==> src/rtl/salsa20_stream_ctrl.sv <==
`timescale 1ns/1ps
// ---------------------------------------------------------------------------
// salsa20_stream_ctrl
//   Sequences one Salsa20 core for a 64-bit valid/ready word stream.
//   On start it writes the core register file (SETUP, KEY0..KEY3, NONCE),
//   pulses init and waits for the core to report ready. It then passes each
//   message word through the core's encdec port into a 2-entry output FIFO.
//   After the last word has drained, it pulses the core reset so the next
//   message restarts at keystream block 0.
//
// Ports
//   i_clk, i_rst_n             clock, async active-low reset
//   i_cfg_*                    key / nonce / key size / rounds, sampled at start
//   i_start, o_busy, o_err     message control; o_err is the sticky overflow flag
//   i_s_* / o_s_ready          input word stream
//   o_m_* / i_m_ready          result word stream (registered FIFO head)
//   o_core_*, i_core_*         Salsa20 core register/stream interface
// ---------------------------------------------------------------------------
module salsa20_stream_ctrl #(
    parameter int FIFO_DEPTH = 2,   // the FIFO is built as head + tail; only 2 is supported
    parameter int MAX_WORDS  = 0    // 0 = unlimited
) (
    input  logic         i_clk,
    input  logic         i_rst_n,
    input  logic [255:0] i_cfg_key,
    input  logic [63:0]  i_cfg_nonce,
    input  logic         i_cfg_key256,
    input  logic [3:0]   i_cfg_rounds,
    input  logic         i_start,
    output logic         o_busy,
    output logic         o_err,
    input  logic [63:0]  i_s_data,
    input  logic         i_s_last,
    input  logic         i_s_valid,
    output logic         o_s_ready,
    output logic [63:0]  o_m_data,
    output logic         o_m_last,
    output logic         o_m_valid,
    input  logic         i_m_ready,
    output logic         o_core_rst,
    output logic         o_core_we,
    output logic [2:0]   o_core_addr,
    output logic [63:0]  o_core_wdata,
    output logic         o_core_init,
    output logic         o_core_encdec,
    input  logic         i_core_ready,
    input  logic         i_core_valid,
    input  logic [63:0]  i_core_out
);

    typedef enum logic [2:0] {
        S_IDLE, S_CFG, S_INIT, S_WAIT_RDY, S_STREAM, S_DRAIN, S_CRST
    } state_t;

    // Holding register between the input stream and the core
    typedef struct packed {
        logic [63:0] data;
        logic        last;
        logic        full;
    } wreg_t;

    state_t         r_state;
    logic [2:0]     r_cfg_idx;
    logic [255:0]   r_key;
    logic [63:0]    r_nonce;
    logic           r_busy;
    logic           r_err;
    logic           r_core_rst;
    logic           r_core_we;
    logic [2:0]     r_core_addr;
    logic [63:0]    r_core_wdata;
    logic           r_core_init;
    logic [31:0]    r_word_cnt;
    wreg_t          r_w;

    // Output FIFO: head drives o_m_* directly, tail is the second entry
    logic [63:0]    r_hd_data, r_tl_data;
    logic           r_hd_last, r_tl_last;
    logic           r_hd_vld,  r_tl_vld;

    logic [1:0]     w_fifo_cnt;
    logic           w_fifo_room;
    logic           w_streaming;
    logic           w_encdec;
    logic           w_retire;
    logic           w_s_ready;
    logic           w_accept;
    logic           w_pop;
    logic           w_ovf;
    logic [63:0]    w_setup;
    logic [63:0]    w_cfg_data;

    assign w_fifo_cnt  = {1'b0, r_hd_vld} + {1'b0, r_tl_vld};
    assign w_fifo_room = int'(w_fifo_cnt) < FIFO_DEPTH;
    assign w_streaming = (r_state == S_STREAM);
    assign w_encdec    = w_streaming & r_w.full & w_fifo_room;
    assign w_retire    = w_encdec & i_core_valid;
    // Refill in the retire cycle keeps the stream bubble-free; never refill
    // behind the last word of the message.
    assign w_s_ready   = w_streaming & (!r_w.full | (w_retire & !r_w.last));
    assign w_accept    = i_s_valid & w_s_ready;
    assign w_pop       = r_hd_vld & i_m_ready;
    // Current count equal to the limit means this accept is word MAX_WORDS+1
    assign w_ovf       = (MAX_WORDS != 0) && (r_word_cnt == 32'(MAX_WORDS));
    assign w_setup     = {59'd0, i_cfg_rounds, i_cfg_key256};
    // While in CFG, index k (0..4) selects the next write: KEY0..KEY3 then NONCE
    assign w_cfg_data  = (r_cfg_idx == 3'd4) ? r_nonce
                                             : r_key[{r_cfg_idx[1:0], 6'd0} +: 64];

    // Sequencer
    always_ff @(posedge i_clk or negedge i_rst_n) begin
        if (!i_rst_n) begin
            r_state      <= S_IDLE;
            r_cfg_idx    <= '0;
            r_key        <= '0;
            r_nonce      <= '0;
            r_busy       <= 1'b0;
            r_err        <= 1'b0;
            r_core_rst   <= 1'b1;   // stays high until the first edge after release
            r_core_we    <= 1'b0;
            r_core_addr  <= '0;
            r_core_wdata <= '0;
            r_core_init  <= 1'b0;
            r_word_cnt   <= '0;
        end else begin
            r_core_rst  <= 1'b0;
            r_core_init <= 1'b0;
            if (w_accept) begin
                r_word_cnt <= r_word_cnt + 32'd1;
                if (w_ovf) r_err <= 1'b1;
            end
            case (r_state)
                S_IDLE: if (i_start) begin
                    r_key        <= i_cfg_key;
                    r_nonce      <= i_cfg_nonce;
                    r_err        <= 1'b0;
                    r_word_cnt   <= '0;
                    r_busy       <= 1'b1;
                    r_core_we    <= 1'b1;
                    r_core_addr  <= 3'd5;
                    r_core_wdata <= w_setup;
                    r_cfg_idx    <= '0;
                    r_state      <= S_CFG;
                end
                S_CFG: begin
                    if (r_cfg_idx == 3'd5) begin
                        r_core_we    <= 1'b0;
                        r_core_addr  <= '0;
                        r_core_wdata <= '0;
                        r_core_init  <= 1'b1;
                        r_state      <= S_INIT;
                    end else begin
                        r_core_addr  <= r_cfg_idx;
                        r_core_wdata <= w_cfg_data;
                        r_cfg_idx    <= r_cfg_idx + 3'd1;
                    end
                end
                S_INIT:     r_state <= S_WAIT_RDY;
                S_WAIT_RDY: if (i_core_ready) r_state <= S_STREAM;
                S_STREAM:   if (w_retire && r_w.last) r_state <= S_DRAIN;
                S_DRAIN: if (w_fifo_cnt == 2'd0) begin
                    r_core_rst <= 1'b1;
                    r_state    <= S_CRST;
                end
                S_CRST: begin
                    r_busy  <= 1'b0;
                    r_state <= S_IDLE;
                end
                default: r_state <= S_IDLE;
            endcase
        end
    end

    // Holding register; a stalled core (core_valid low) leaves it untouched
    always_ff @(posedge i_clk or negedge i_rst_n) begin
        if (!i_rst_n) begin
            r_w <= '0;
        end else if (w_accept) begin
            r_w <= '{data: i_s_data, last: i_s_last, full: 1'b1};
        end else if (w_retire) begin
            r_w.full <= 1'b0;
        end
    end

    // Output FIFO. A retire never happens when full (encdec is gated), but
    // push+pop in one cycle is handled in every occupancy.
    always_ff @(posedge i_clk or negedge i_rst_n) begin
        if (!i_rst_n) begin
            r_hd_data <= '0;
            r_hd_last <= 1'b0;
            r_hd_vld  <= 1'b0;
            r_tl_data <= '0;
            r_tl_last <= 1'b0;
            r_tl_vld  <= 1'b0;
        end else if (w_pop) begin
            if (r_tl_vld) begin
                r_hd_data <= r_tl_data;
                r_hd_last <= r_tl_last;
                r_tl_vld  <= w_retire;
                if (w_retire) begin
                    r_tl_data <= i_core_out;
                    r_tl_last <= r_w.last;
                end
            end else begin
                r_hd_vld <= w_retire;
                if (w_retire) begin
                    r_hd_data <= i_core_out;
                    r_hd_last <= r_w.last;
                end
            end
        end else if (w_retire) begin
            if (!r_hd_vld) begin
                r_hd_vld  <= 1'b1;
                r_hd_data <= i_core_out;
                r_hd_last <= r_w.last;
            end else begin
                r_tl_vld  <= 1'b1;
                r_tl_data <= i_core_out;
                r_tl_last <= r_w.last;
            end
        end
    end

    assign o_busy        = r_busy;
    assign o_err         = r_err;
    assign o_s_ready     = w_s_ready;
    assign o_m_data      = r_hd_data;
    assign o_m_last      = r_hd_last & r_hd_vld;
    assign o_m_valid     = r_hd_vld;
    assign o_core_rst    = r_core_rst;
    assign o_core_we     = r_core_we;
    assign o_core_addr   = r_core_addr;
    assign o_core_wdata  = w_streaming ? r_w.data : r_core_wdata;
    assign o_core_init   = r_core_init;
    assign o_core_encdec = w_encdec;

endmodule

==> config.mk <==
export PLATFORM = sky130hd
export DESIGN_NAME = salsa20_stream_ctrl
export DESIGN_NICKNAME = d
export VERILOG_FILES = /design/src/rtl/salsa20_stream_ctrl.sv
export SDC_FILE = /design/constraint.sdc
export NUM_CORES = 1
export LEC_CHECK = 0
export ABC_AREA = 1
export BUFFER_PORTS_ARGS = -buffer_cell sky130_fd_sc_hd__buf_2
export CAP_MARGIN = 10
export CORE_ASPECT_RATIO = 1.5
export CORE_MARGIN = 2
export CORE_UTILIZATION = 43
export CTS_BUF_LIST = sky130_fd_sc_hd__clkbuf_8
export CTS_CLUSTER_DIAMETER = 80
export CTS_CLUSTER_SIZE = 20
export DETAILED_ROUTE_END_ITERATION = 10
export PLACE_DENSITY = 0.66
export REMOVE_ABC_BUFFERS = 1
export SYNTH_ARGS = -nofsm -noshare
export SYNTH_HDL_FRONTEND = slang
export SYNTH_SLANG_ARGS = --single-unit
==> constraint.sdc <==
create_clock -name i_clk -period 3.85 [get_ports i_clk]
set_clock_uncertainty 0.05 [all_clocks]
set_input_delay 0 -clock i_clk [delete_from_list [all_inputs] [get_ports i_clk]]
set_output_delay 0 -clock i_clk [all_outputs]
set_load 0.01 [all_outputs]
# After elaboration in Yosys (flattened, before gate mapping)
# Index checks and enable logic that the tools add are counted.
word_totals:
  reg_bits: 595
  latch_bits: 0
  mem_bits_rw: 0
  mem_bits_ro: 0
  out_inout_bits: 140
  mem_count: 0
classes:
  n_addsub: 2
  mul: 0
  n_div: 0
  magnitude_cmp: 1
  eq_ne: 17
  shift: 1
  mux: 52
  bitwise: 9
  reduce_logical: 21
op_table:
  columns: ["cell", "n"]
  rows:
  - ["$mux 64", 13]
  - ["$shiftx 256x9->64", 1]
  - ["$pmux 64 s2", 1]
  - ["$mux 3", 9]
  - ["$mux 1", 24]
  - ["$pmux 3 s6", 1]
  - ["$eq 3x3->1 const B", 5]
  - ["$ne 2x2->1 const B", 7]
  - ["$pmux 3 s2", 2]
  - ["$reduce_and 3->1", 4]
  - ["$reduce_bool 2->1", 6]
  - ["$reduce_and 2->1", 5]
  - ["$and 1x1->1", 8]
  - ["$eq 3x2->1 const B", 2]
  - ["$reduce_and 5->1", 1]
  - ["$ne 2x1->1 const B", 2]
  - ["$pmux 1 s2", 2]
  - ["$add 3x1->3 const B", 1]
  - ["$eq 3x1->1 const B", 1]
  - ["$logic_not 3->1", 1]
  - ["$add 1x1->2", 1]
  - ["$logic_not 1->1", 2]
  - ["$logic_not 2->1", 1]
  - ["$lt 2x2->1 const B", 1]
  - ["2 further kinds", 2]

# Logic depth before layout (Yosys ltp)
depth:
  depth_word: 9
  ltp_mapped: 10
  depth_no_buf: 9

# Least setup slack after synthesis
# OpenSTA, ideal clock, no wires.
synth_path:
  kind: "flip-flop to flip-flop"
  start: "register r_cfg_idx[0]"
  end: "register r_core_wdata[62]"
  setup_ns: 0.126
  arrival_time_ns: 2.004
  required_ns: 3.674
  slack_ns: 1.670
  stages_incl_launch_ff: 11
  path_buffers: 4
  synth_period_minus_slack_ns: 2.180
  cell_sequence: "dfrtp_1 > clkinv_1 > clkbuf_1 > clkbuf_1 > ha_1 > nand2_1 > buf_2 > clkbuf_1 > o211ai_1 > nand2_1 > o21ai_0"
synth_between:
  elab_chain_len: 4
  elab_cells_between_ends: 6
synth_lines:
  columns: ["item", "line_no", "text"]
  rows:
  - ["start: declaration", "63", "logic [2:0] r_cfg_idx;"]
  - ["start signal: assignment", "155", "r_cfg_idx <= r_cfg_idx + 3'd1;"]
  - ["$shiftx 256x9->64 or $eq 3x3->1 (tied branches)", "108, 107", null]
  - ["$mux 64", "107", "assign w_cfg_data = (r_cfg_idx == 3'd4) ? r_nonce"]
  - ["$mux 64 *", "146", "if (r_cfg_idx == 3'd5) begin"]
  - ["$pmux 64 s2 *", "132", "case (r_state)"]
  - ["end signal: assignment", "141", "r_core_wdata <= w_setup;"]
  - ["end signal: assignment", "154", "r_core_wdata <= w_cfg_data;"]
  - ["end: declaration", "71", "logic [63:0] r_core_wdata;"]
# Mark *: on every way between the ends. The rest lies on a longest branch, timed or not.
# A chain may end at the register's enable or synchronous reset.

# Worst setup path in the final report
layout_path:
  start: "register r_state[0]"
  end: "register r_w[42] in the netlist's numbering"
layout_between:
  elab_chain_len: 8
layout_lines:
  columns: ["item", "line_no", "text"]
  rows:
  - ["start: declaration", "62", "state_t r_state;"]
  - ["start signal: assignment", "113", "r_state <= S_IDLE;"]
  - ["start signal: assignment", "143", "r_state <= S_CFG;"]
  - ["start signal: assignment", "151", "r_state <= S_INIT;"]
  - ["$eq 3x3->1 *", "95", "assign w_streaming = (r_state == S_STREAM);"]
  - ["$and 1x1->1 (2 in a row)", "96", "assign w_encdec = w_streaming & r_w.full & w_fifo_room;"]
  - ["$and 1x1->1", "97", "assign w_retire = w_encdec & i_core_valid;"]
  - ["$and 1x1->1", "100", "assign w_s_ready = w_streaming & (!r_w.full | (w_retire & !r_w.last));"]
  - ["$or 1x1->1", "100", null]
  - ["$and 1x1->1 *", "100", null]
  - ["$and 1x1->1 *", "101", "assign w_accept = i_s_valid & w_s_ready;"]
  - ["end signal: assignment", "179", "r_w <= '{data: i_s_data, last: i_s_last, full: 1'b1};"]
  - ["end: declaration", "74", "wreg_t r_w;"]
# Marks and branches as above.

==> metrics.md <==
| Metric | Value |
|---|---|
| Die H | `309 microns` |
| Commonest non-fill, non-tap cell in the layout | `nand2_1` |
| Unique masters post-synth | `31` |
| Critical Path RT | `between 4 and 5 ns` |
| Final cycle utilization of the critical path | `about four fifths` |
| Yosys Warn Count | `0` |
| Cell Area, Synth | `26,600 sq um` |
| Nets@finish | `around 4.8k` |
| Site Rows | `approximately 110` |
| Worst-margin pin slew | `around 1.1 ns` |
| Placed wire-length estimate | `55.2 mm` |
| Pre-CTS WS | `just under 1 ns` |
| Worst skew pair latency | `0.64 ns` |
| Startpoint Class | `flip-flop` |
| Syn avg cell area | `between 8 and 9 sq um` |
| Most frequent cells in the layout | `nand2_1 (1,655), buf_2 (597), dfrtp_1 (592), dlygate4sd3_1 (551), o21ai_0 (210)` |
| Setup CP Type | `flip-flop to flip-flop` |
| GRT Total Usage | `a little under a third` |
| FF-to-FF Start | `r_state[0]` |
| Routed vias | `~27k` |
| Final setup viols | `0` |
| First-pass GRT wire length | `about 150 mm` |
| P&R area growth vs syn | `35.9%` |
| Drt total wl | `about 98 mm` |
| Initial Utilization | `~44%` |
| Worst path arrival time | `3.65 ns` |
| Die Width | `between 200 and 250 microns` |
| Fraction of final layout cells sized beyond drive strength 1 | `16.4%` |
| Placed insts | `about 4.5k` |
| Relative slew margins | `between 20% and 30%` |
| RSZ-0062 raised after global routing | `false` |
| Pwr per Cell Area | `around 660 nW/um^2` |
| Vias in the first global route | `roughly 27k` |
| Min cycle time layout | `around 3.1 ns` |
| Largest net degree at the start of global routing | `about 210` |
| Setup ws final | `0.733 ns` |
| Status | `finished with violations` |
| Max Freq | `around 320 MHz` |
| GRT overflow | `0` |
| H-tree depth | `2` |
| Clock-pin slew on the worst setup and hold paths | `between 0.1 and 0.15 ns` |
| Seq/Total Area, Yosys | `a little under three fifths` |
| Wire per inst | `between 15 and 20 microns` |
| Failing checks | `hold timing` |
| Antenna violations before repair | `9` |
| Post CTS Setup Buffer Count | `0` |
| Max Cap Violations | `0` |
| Core Footprint | `roughly 60,000 sq um` |
| Final hold violation count | `12` |
| Post-CTS Resized | `0` |
| Lkg Pwr | `roughly 19 nW` |
| Num CTS Buffers | `37` |
| Peak VDD IR | `slightly above 0.5 mV` |
| Crit path from | `r_state[0]` |
| Root buffer cell | `clkbuf_8` |
| Port Buffer Count | `around 600` |
| Max Fanout on Critical Path | `41` |
| Initial drt markers | `2,597` |
| Via density per instance | `around 5.2` |
| Seq cells post-synth | `approximately 600` |
| Worst hold slack | `-0.0450 ns` |
| Gate count of the mapped netlist | `3,325` |
| Io pins | `~600` |
| Final routed DRC violation total | `0` |
| Final Power | `23.7 mW` |
| Hold WC Path Type | `input port to asynchronous set/reset pin` |
| Die area | `~64,000 sq um` |
| GPL Wtd Cong | `around 0.84` |
| Crit path capture type | `flip-flop` |
| CTS tree | `yes` |
| Pins Over Slew Limit | `0` |
| Fin cells | `5,130` |
| Antenna viol nets, final | `0` |
| DR pass1 iterations | `6` |
| Clock tree buffer depth | `3` |
| CTS sink count | `slightly below 600` |
| Hold_buf cts | `around 550` |
| Setup Total Neg Slack | `0 ns` |
==> area by class of cell <==
type | instances | area, sq um
diodes | 9 | 22.5
repair buffers | 1191 | 8950
fillers | 5195 | 25000
flip-flops and latches | 595 | 14900
inverters | 143 | 551
multi-input cells | 2357 | 10200
well taps | 791 | 990
clock inverters | 7 | 86.3
clock buffers | 37 | 509
==> critical path: stages, from the launching register on <==
cell           delay [ns]
dfrtp_1              0.49
nor2_4               0.21
nand2_4              0.15
nor2_4               0.14
nand2_2              0.11
nand2_4              0.52
buf_4                0.48
nand4_1              0.20
dlygate4sd3_1        0.62
nand2_1              0.06
==> per-layer routing <==
metal | global-route usage [%] | wire length [microns] | up-vias
met5 | 0.0750 | 13 | -
met4 | 16.7 | 5620 | 2
met3 | 5.48 | 6710 | 335
met2 | 50.0 | 47000 | 1314
met1 | 37.4 | 38600 | 12600
li1 | - | - | 12500
==> Yosys cell counts, drive strengths merged <==
library cell	count	area share, %
nand2	1663	24
dfrtp	594	56
o21ai	271	5.1
inv	141	2.0
nand3	136	2.6
clkbuf	119	1.7
buf	111	2.5
a21oi	68	1.3
nand4	67	1.6
o211ai	59	1.7
o22ai	58	1.4
nor2	25	0.47
ha	3	0.14
clkinv	2	0.028
a21boi	1	0.028
a21o	1	0.028
a31o	1	0.033
conb	1	0.014
dfstp	1	0.099
nor3	1	0.019
or2	1	0.024
xor2	1	0.033
==> through the flow <==
stage / utilization [%] / hold WS, ns / area (sq um)
6_report: 59.2 / -0.0450 / 36200
5_1_grt: 59.2 / 0.0130 / 36200
4_1_cts: 59.1 / 0.000600 / 36100
3_5_place_dp: 49.1 / 0.126 / 30000
3_3_place_gp: 49.1 / 0.118 / 30000
2_1_floorplan: - / -0.346 / 25500
==> report_power, final <==
part	internal, mW	total [mW]	switching, mW
Sequential	8.88	10.4	1.56
Clock	0.979	3.04	2.06
Combinational	3.83	10.3	6.43
Total	13.7	23.7	10.1
==> sequential cells by signal, summed over array words and instances, names as in the netlist <==
register	cells
r_tl_data	64
o_m_data	64
o_m_valid	1
r_tl_last	1
o_busy	1
r_cfg_idx	3
r_key	256
r_tl_vld	1
o_core_init	1
r_state	3
o_core_we	1
r_hd_last	1
o_core_addr	3
r_w	66
r_core_wdata	64
o_core_rst	1
r_nonce	64
==> final timing paths <==
check | end | slack, ns | cells past startpoint
setup / recovery | r_w[42] | 0.73 | 9
hold / removal | o_m_data[30] | -0.05 | 2
setup reg to reg | r_w[42] | 0.73 | 9
hold reg to reg | r_w[29] | 0.43 | 2
max in group asynchronous | r_key[127] | 2.64 | 3
min in group i_clk | r_key[246] | 0.05 | 4
==> kinds of logic (layout without fill, tap and decap cells) <==
group                      Yosys count  count (layout)  synth area share, %
adders and majority gates            3               3                0.141
AOI/OAI and AO/OA                  459             459                 9.51
buffers and inverters              373            1378                 6.18
and+or+nand+nor                   1893            1893                 28.2
other                                1              10               0.0141
xor gates and xnor gates             1               1               0.0329
DFF                                595             595                 56.0
Power figures use the tool's default switching activity.
